--- src/rtl/otter_fetch_queue_if.sv ---
// Fetch-to-decode handshake bundle for the OTTER fetch queue.
// The queue takes the slave view; the fetch/decode side takes the master view.
interface otter_fetch_queue_if #(
    parameter int unsigned XLEN  = 32,
    parameter int unsigned DEPTH = 4
);
    localparam int unsigned CW = $clog2(DEPTH) + 1;

    logic            FLUSH;
    logic            IF_VALID;
    logic [XLEN-1:0] IF_PC;
    logic [31:0]     IF_IR;
    logic            IF_READY;
    logic            DE_VALID;
    logic [XLEN-1:0] DE_PC;
    logic [31:0]     DE_IR;
    logic            DE_READY;
    logic [CW-1:0]   COUNT;
    logic            OVF_ERR;

    modport slave (
        input  FLUSH, IF_VALID, IF_PC, IF_IR, DE_READY,
        output IF_READY, DE_VALID, DE_PC, DE_IR, COUNT, OVF_ERR
    );

    modport master (
        output FLUSH, IF_VALID, IF_PC, IF_IR, DE_READY,
        input  IF_READY, DE_VALID, DE_PC, DE_IR, COUNT, OVF_ERR
    );
endinterface

--- src/rtl/otter_fetch_queue.sv ---
// Instruction queue between Fetch and Decode: circular buffer of {pc, ir} with
// wrap-bit pointers, flush on redirect, optional empty-queue bypass, sticky overflow flag.
module otter_fetch_queue #(
    parameter int unsigned XLEN   = 32,
    parameter int unsigned DEPTH  = 4,
    parameter int unsigned BYPASS = 0
) (
    input  logic                CLK,
    input  logic                RESET,
    otter_fetch_queue_if.slave  fq
);
    localparam int unsigned AW     = $clog2(DEPTH);
    localparam int unsigned PW     = AW + 1;
    localparam logic [31:0] NOP_IR = 32'h0000_0013;

    if ((DEPTH < 2) || ((DEPTH & (DEPTH - 1)) != 0)) begin : g_depth_check
        $error("otter_fetch_queue: DEPTH must be a power of two and at least 2");
    end

    logic [PW-1:0]   wr_ptr, rd_ptr;
    logic [PW-1:0]   wr_ptr_nxt, rd_ptr_nxt;
    logic            ovf_err, ovf_err_nxt;
    logic [XLEN-1:0] mem_pc [DEPTH];
    logic [31:0]     mem_ir [DEPTH];

    logic full_c, empty_c, bypass_c, ready_c, valid_c, push_c, pop_c;

    // Handshake qualification; bypass traffic never touches the pointers.
    always_comb begin
        empty_c  = (wr_ptr == rd_ptr);
        full_c   = (wr_ptr[AW-1:0] == rd_ptr[AW-1:0]) && (wr_ptr[AW] != rd_ptr[AW]);
        bypass_c = (BYPASS != 0) && empty_c && fq.IF_VALID && fq.DE_READY && !fq.FLUSH;
        ready_c  = !full_c || fq.DE_READY;
        valid_c  = (!empty_c || bypass_c) && !fq.FLUSH;
        push_c   = fq.IF_VALID && ready_c && !fq.FLUSH && !bypass_c;
        pop_c    = valid_c && fq.DE_READY && !bypass_c;
    end

    // Next-state: flush clears both pointers; the extra MSB acts as the wrap bit.
    always_comb begin
        wr_ptr_nxt  = wr_ptr;
        rd_ptr_nxt  = rd_ptr;
        ovf_err_nxt = ovf_err;
        if (fq.FLUSH) begin
            wr_ptr_nxt = '0;
            rd_ptr_nxt = '0;
        end else begin
            if (push_c) wr_ptr_nxt = wr_ptr + PW'(1);
            if (pop_c)  rd_ptr_nxt = rd_ptr + PW'(1);
        end
        if (fq.IF_VALID && !ready_c && !fq.FLUSH) ovf_err_nxt = 1'b1;
    end

    always_ff @(posedge CLK) begin
        if (RESET) begin
            wr_ptr  <= '0;
            rd_ptr  <= '0;
            ovf_err <= 1'b0;
        end else begin
            wr_ptr  <= wr_ptr_nxt;
            rd_ptr  <= rd_ptr_nxt;
            ovf_err <= ovf_err_nxt;
        end
    end

    // Storage is not reset; the pointers alone define which entries are live.
    always_ff @(posedge CLK) begin
        if (push_c) begin
            mem_pc[wr_ptr[AW-1:0]] <= fq.IF_PC;
            mem_ir[wr_ptr[AW-1:0]] <= fq.IF_IR;
        end
    end

    assign fq.IF_READY = ready_c;
    assign fq.DE_VALID = valid_c;
    assign fq.DE_PC    = bypass_c ? fq.IF_PC : mem_pc[rd_ptr[AW-1:0]];
    assign fq.DE_IR    = !valid_c ? NOP_IR : (bypass_c ? fq.IF_IR : mem_ir[rd_ptr[AW-1:0]]);
    assign fq.COUNT    = wr_ptr - rd_ptr;
    assign fq.OVF_ERR  = ovf_err;

endmodule

--- src/flat_wrapper.sv ---
// flat-port wrapper written by rule: the top's interface ports become plain ports
module otter_fetch_queue_flat 
#(
    parameter int unsigned XLEN   = 32,
    parameter int unsigned DEPTH  = 4,
    parameter int unsigned BYPASS = 0
)
  (CLK, RESET, fq_FLUSH, fq_IF_VALID, fq_IF_PC, fq_IF_IR, fq_DE_READY, fq_IF_READY, fq_DE_VALID, fq_DE_PC, fq_DE_IR, fq_COUNT, fq_OVF_ERR);
  otter_fetch_queue_if #(.XLEN(XLEN), .DEPTH(DEPTH)) fq_i ();
  input  logic CLK;
  input  logic RESET;
  input wire logic [$bits(fq_i.FLUSH)-1:0] fq_FLUSH;
  input wire logic [$bits(fq_i.IF_VALID)-1:0] fq_IF_VALID;
  input wire logic [$bits(fq_i.IF_PC)-1:0] fq_IF_PC;
  input wire logic [$bits(fq_i.IF_IR)-1:0] fq_IF_IR;
  input wire logic [$bits(fq_i.DE_READY)-1:0] fq_DE_READY;
  output wire logic [$bits(fq_i.IF_READY)-1:0] fq_IF_READY;
  output wire logic [$bits(fq_i.DE_VALID)-1:0] fq_DE_VALID;
  output wire logic [$bits(fq_i.DE_PC)-1:0] fq_DE_PC;
  output wire logic [$bits(fq_i.DE_IR)-1:0] fq_DE_IR;
  output wire logic [$bits(fq_i.COUNT)-1:0] fq_COUNT;
  output wire logic [$bits(fq_i.OVF_ERR)-1:0] fq_OVF_ERR;
  assign fq_i.FLUSH = fq_FLUSH;
  assign fq_i.IF_VALID = fq_IF_VALID;
  assign fq_i.IF_PC = fq_IF_PC;
  assign fq_i.IF_IR = fq_IF_IR;
  assign fq_i.DE_READY = fq_DE_READY;
  assign fq_IF_READY = fq_i.IF_READY;
  assign fq_DE_VALID = fq_i.DE_VALID;
  assign fq_DE_PC = fq_i.DE_PC;
  assign fq_DE_IR = fq_i.DE_IR;
  assign fq_COUNT = fq_i.COUNT;
  assign fq_OVF_ERR = fq_i.OVF_ERR;
  otter_fetch_queue #(.XLEN(XLEN), .DEPTH(DEPTH), .BYPASS(BYPASS)) u_core (.CLK(CLK), .RESET(RESET), .fq(fq_i));
endmodule
--- config.mk ---
export PLATFORM = sky130hd
export DESIGN_NAME = otter_fetch_queue_flat
export DESIGN_NICKNAME = d
export VERILOG_FILES = /design/src/rtl/otter_fetch_queue_if.sv /design/src/rtl/otter_fetch_queue.sv /design/src/flat_wrapper.sv
export SDC_FILE = /design/constraint.sdc
export NUM_CORES = 1
export LEC_CHECK = 0
export BUFFER_PORTS_ARGS = -buffer_cell sky130_fd_sc_hd__buf_4
export CAP_MARGIN = 20
export CORE_AREA = 3 3 109 190
export CTS_CLUSTER_SIZE = 25
export DETAILED_ROUTE_END_ITERATION = 16
export DIE_AREA = 0 0 112 193
export PLACE_DENSITY = 0.73
export SETUP_SLACK_MARGIN = 0.05
export SLEW_MARGIN = 5
export SYNTH_ARGS = -nofsm -noshare
export SYNTH_HDL_FRONTEND = slang
export SYNTH_SLANG_ARGS = --single-unit
--- constraint.sdc ---
create_clock -name CLK -period 8.2 [get_ports CLK]
set_input_delay 0.82 -clock CLK [delete_from_list [all_inputs] [get_ports CLK]]
set_output_delay 0.82 -clock CLK [all_outputs]
set_load 0.02 [all_outputs]
==> flow_summary.yaml <==
die:
  vertical_die_dimension_um: 193
  start_util_pct: 52.22
  die_width_um: 112
  number_of_rows_created_at_floorplan: 67
  design.die.area_um2: 21620
  boundaryPins: 139
  fp.coreArea_um2: 19200
clock_tree:
  clock-sinks: 265
  h-tree-depth: 1
  clock_tree.root_cell: "clkbuf_16"
  cts.repair_timing.setup_buffer_count: 0
  cts_tree: "yes"
  clkLatencyLatePin_ns: 0.50
  cts_buffers: 23
  cts_buffer_depth: 3
  cts.repair.resized: 0
  cts-hold-fix-buffers: 0
  cts.clk_slew.worst_paths_ns: 0.07
pwr:
  sw_share_pct: 19.15
  switching_power_of_the_nets_w: 0.0005006
  total_chip_power_w: 0.002614
  power.leakage_nw: 3.988
  p_comb_share_pct: 4.8
  power.clock.fraction_pct: 37.3
  power_per_cell_area_nw_per_um2: 218.2
  vdd_ir_drop_max_uv: 189.1
  cellInternalPower_w: 0.002113
  pwr-share-seq_pct: 57.9
routing:
  vias: 4616
  post_drt_via_cell_ratio: 5.502
  drt.antenna.violating_nets: 0
  drt_iter0_drc: 236
  routed_wirelength_um: 18420
  drt_drc_violations_left: 0
  drt_first_pass_iters: 5
  routedWlPerCell_um: 21.96
synthesis:
  synthXorXnorAreaFrac_pct: 0.2621
  synth.avg_cell_area_um2: 23.05
  yosys_most_used_dff: "edfxtp_1"
  syn-cell-area_um2: 10020
  synth_area_leaders: "edfxtp_1, mux4_2, nor2b_1"
  post_synth_fa_ha_maj_area_fraction_pct: 1.073
  syn_inst: 435
  synth.largest_area_cell: "edfxtp_1"
  mappedNetlistNets: 512
  post_synth_mux_area_share_pct: 15.08
  postSynthRegisterBits: 265
  synth_top_family_by_area: "multiplexers"
  synth_sequential_area_ratio_pct: 78.48
  post_synth_most_frequent_cells: "edfxtp_1, mux4_2, nor2b_1"
  synthMostInstantiatedCell: "edfxtp_1"
  synth_largest_type_area_fraction_pct: 76.68
  ys.warnings.count: 0
  synth_simple_gate_area_share_pct: 3.183
  synth.distinct_cells: 28
  number_of_synthesized_flops_with_an_enable_pin: 256
  synth_compound_gate_area_share_pct: 0.4368
  async_flop_share_pct: 0
placed_design:
  detailed_place_hpwl_um: 11030
  buffers_added_on_ports: 138
  finalWeightedCongestion: 0.7908
timing:
  tns_ns: 0
  setup_viol: 0
  worst_slew_margin_rel_pct: 33.83
  tightestPinTransition_ns: 0.9926
  fmax_mhz: 269.0
  rsz0062_at_grt: "false"
  slew_viol_final: 0
  finalWorstPathRequiredPeriod_ns: 3.718
  timing.final.hold_violations: 0
  layout_worst_path_cycle_share_pct: 45.34
  largest_clock_skew_in_the_final_design_ns: 0.008739
layout:
  seq_area_um2: 7875
  post-route-util_pct: 62.39
  nNetsFinal: 662
  layout.filler_cells: 1319
  drive_above_1_share_pct: 40.30
  area.growth.synth_to_final_pct: 19.47
  multi_input_comb_area_um2: 2028
  antenna_diode_count: 0
worst_setup_path:
  critical_path.endpoint_type: "output pin"
  critical_path.reg2reg.startpoint: "u_core.wr_ptr[0]"
  critPathRequiredTime_ns: 7.38
  endpoint: "fq_DE_IR[6]"
  rr_endpoint: "u_core.mem_ir[0][12]"
  rrSetupSlack_ns: 5.43
  setup.worst_path.start_class: "register"
  cell_count_of_the_worst_reg_to_reg_path: 6
  critPathMaxFanout: 33
  path_class: "register to output pin"
  timing.critical_path.arrival_ns: 2.90
job:
  cap_violations: 0
run_status:
  outcome: "finished, final reports clean"
global_routing:
  antenna_violations_before_repair: 0
  maximum_number_of_pins_on_one_net_before_global_route_repair: 65
  grt_overall_usage_pct: 16.97
  global_route_wire_length_before_repair_um: 28460
  grt_remaining_overflow: 0
  first_global_vias: 4974
min_path:
  min_path_type: "register to register"
through the flow:
step	cell area [um^2]	worst slack, ns	hold WS, ns	std cells
global placement	11320	4.897	0.4621	801
CTS	11980	4.359	0.4915	839
detailed placement	11320	4.902	0.4931	801
global route	11980	4.221	0.5033	839
finish	11980	4.482	0.4966	839
floorplan	10020	1.562	0.4721	435
layout make-up:
| type | count | area share, % |
|---|---|---|
| clock buffers | 32 | 5.088 |
| multi-input cells | 143 | 16.93 |
| repair buffers | 144 | 9.026 |
| flip-flops and latches | 265 | 65.75 |
| well taps | 241 | 2.518 |
| clock inverters | 6 | 0.4283 |
| inverters | 8 | 0.2507 |
power groups by stage:
stage / Clock (W) / Sequential, W / Combinational, W
final: 0.000976 / 0.00151 / 0.000125
after global routing: 0.00105 / 0.00151 / 0.000134
after CTS: 0.00100 / 0.00151 / 0.000127
after detailed placement: 0 / 0.00154 / 0.000126
after global placement: 0 / 0.00154 / 0.000121
after floorplan: 0 / 0.00154 / 0.0000575
critical path: stages, from the launching register on:
cell and delay, ns:
dfxtp_4 0.78, buf_4 0.63, mux4_2 0.58, nor2b_1 0.16
buf_4 0.17
cells by family after synthesis:
kind of cell,Yosys count
buffers and inverters,27
adder cells (fa/ha/maj),8
XOR/XNOR,3
AND/OR/NAND/NOR,55
multiplexers,71
flip-flops,265
AO/OA/AOI/OAI,6
per-layer routing:
metal	vias to the layer above	part of all wire, %	routed length [um]	GRT usage [%]
met2	117	55	10170	31.28
li1	2076	-	-	-
met3	34	5.2	967	3.217
met4	0	2.5	467	5.553
met5	-	0	0	0
met1	2389	37	6817	20.12
sequential cells by signal (all words and copies together) (netlist names), named ones only:
name               count
u_core.wr_ptr          3
u_core.mem_ir        128
u_core.fq.OVF_ERR      1
u_core.rd_ptr          3
u_core.mem_pc        128
cells in the final DEF, fill, tap and decap left out:
cell,count
nor2_1,2
and2_1,1
a21o_1,1
clkinv_2,2
buf_4,144
nor2b_1,29
dfxtp_1,7
and3b_1,1
xor2_1,1
nand2_1,11
bufinv_16,1
nand2b_1,1
dfxtp_4,2
a211oi_1,1
a41oi_1,1
xnor2_1,2
a21bo_2,1
a21oi_1,2
fa_1,1
ha_1,7
clkbuf_1,9
clkinv_1,3
edfxtp_1,256
or3_1,3
mux2i_1,7
or2_1,3
inv_1,8
clkbuf_16,23
nor3b_2,4
mux4_2,64
worst min-delay path by stage:
stage / from / cells after the start / endpoint / slack [ns]
floorplan: u_core.wr_ptr[0] / 2 / u_core.wr_ptr[0] / 0.47
global placement: u_core.fq.OVF_ERR / 2 / u_core.fq.OVF_ERR / 0.46
detailed placement: u_core.fq.OVF_ERR / 2 / u_core.fq.OVF_ERR / 0.49
CTS: RESET / 2 / u_core.fq.OVF_ERR / 0.49
global route: fq_IF_IR[10] / 1 / u_core.mem_ir[0][10] / 0.50
finish: u_core.fq.OVF_ERR / 2 / u_core.fq.OVF_ERR / 0.50
Note: power is estimated with default switching activity, not from simulation.
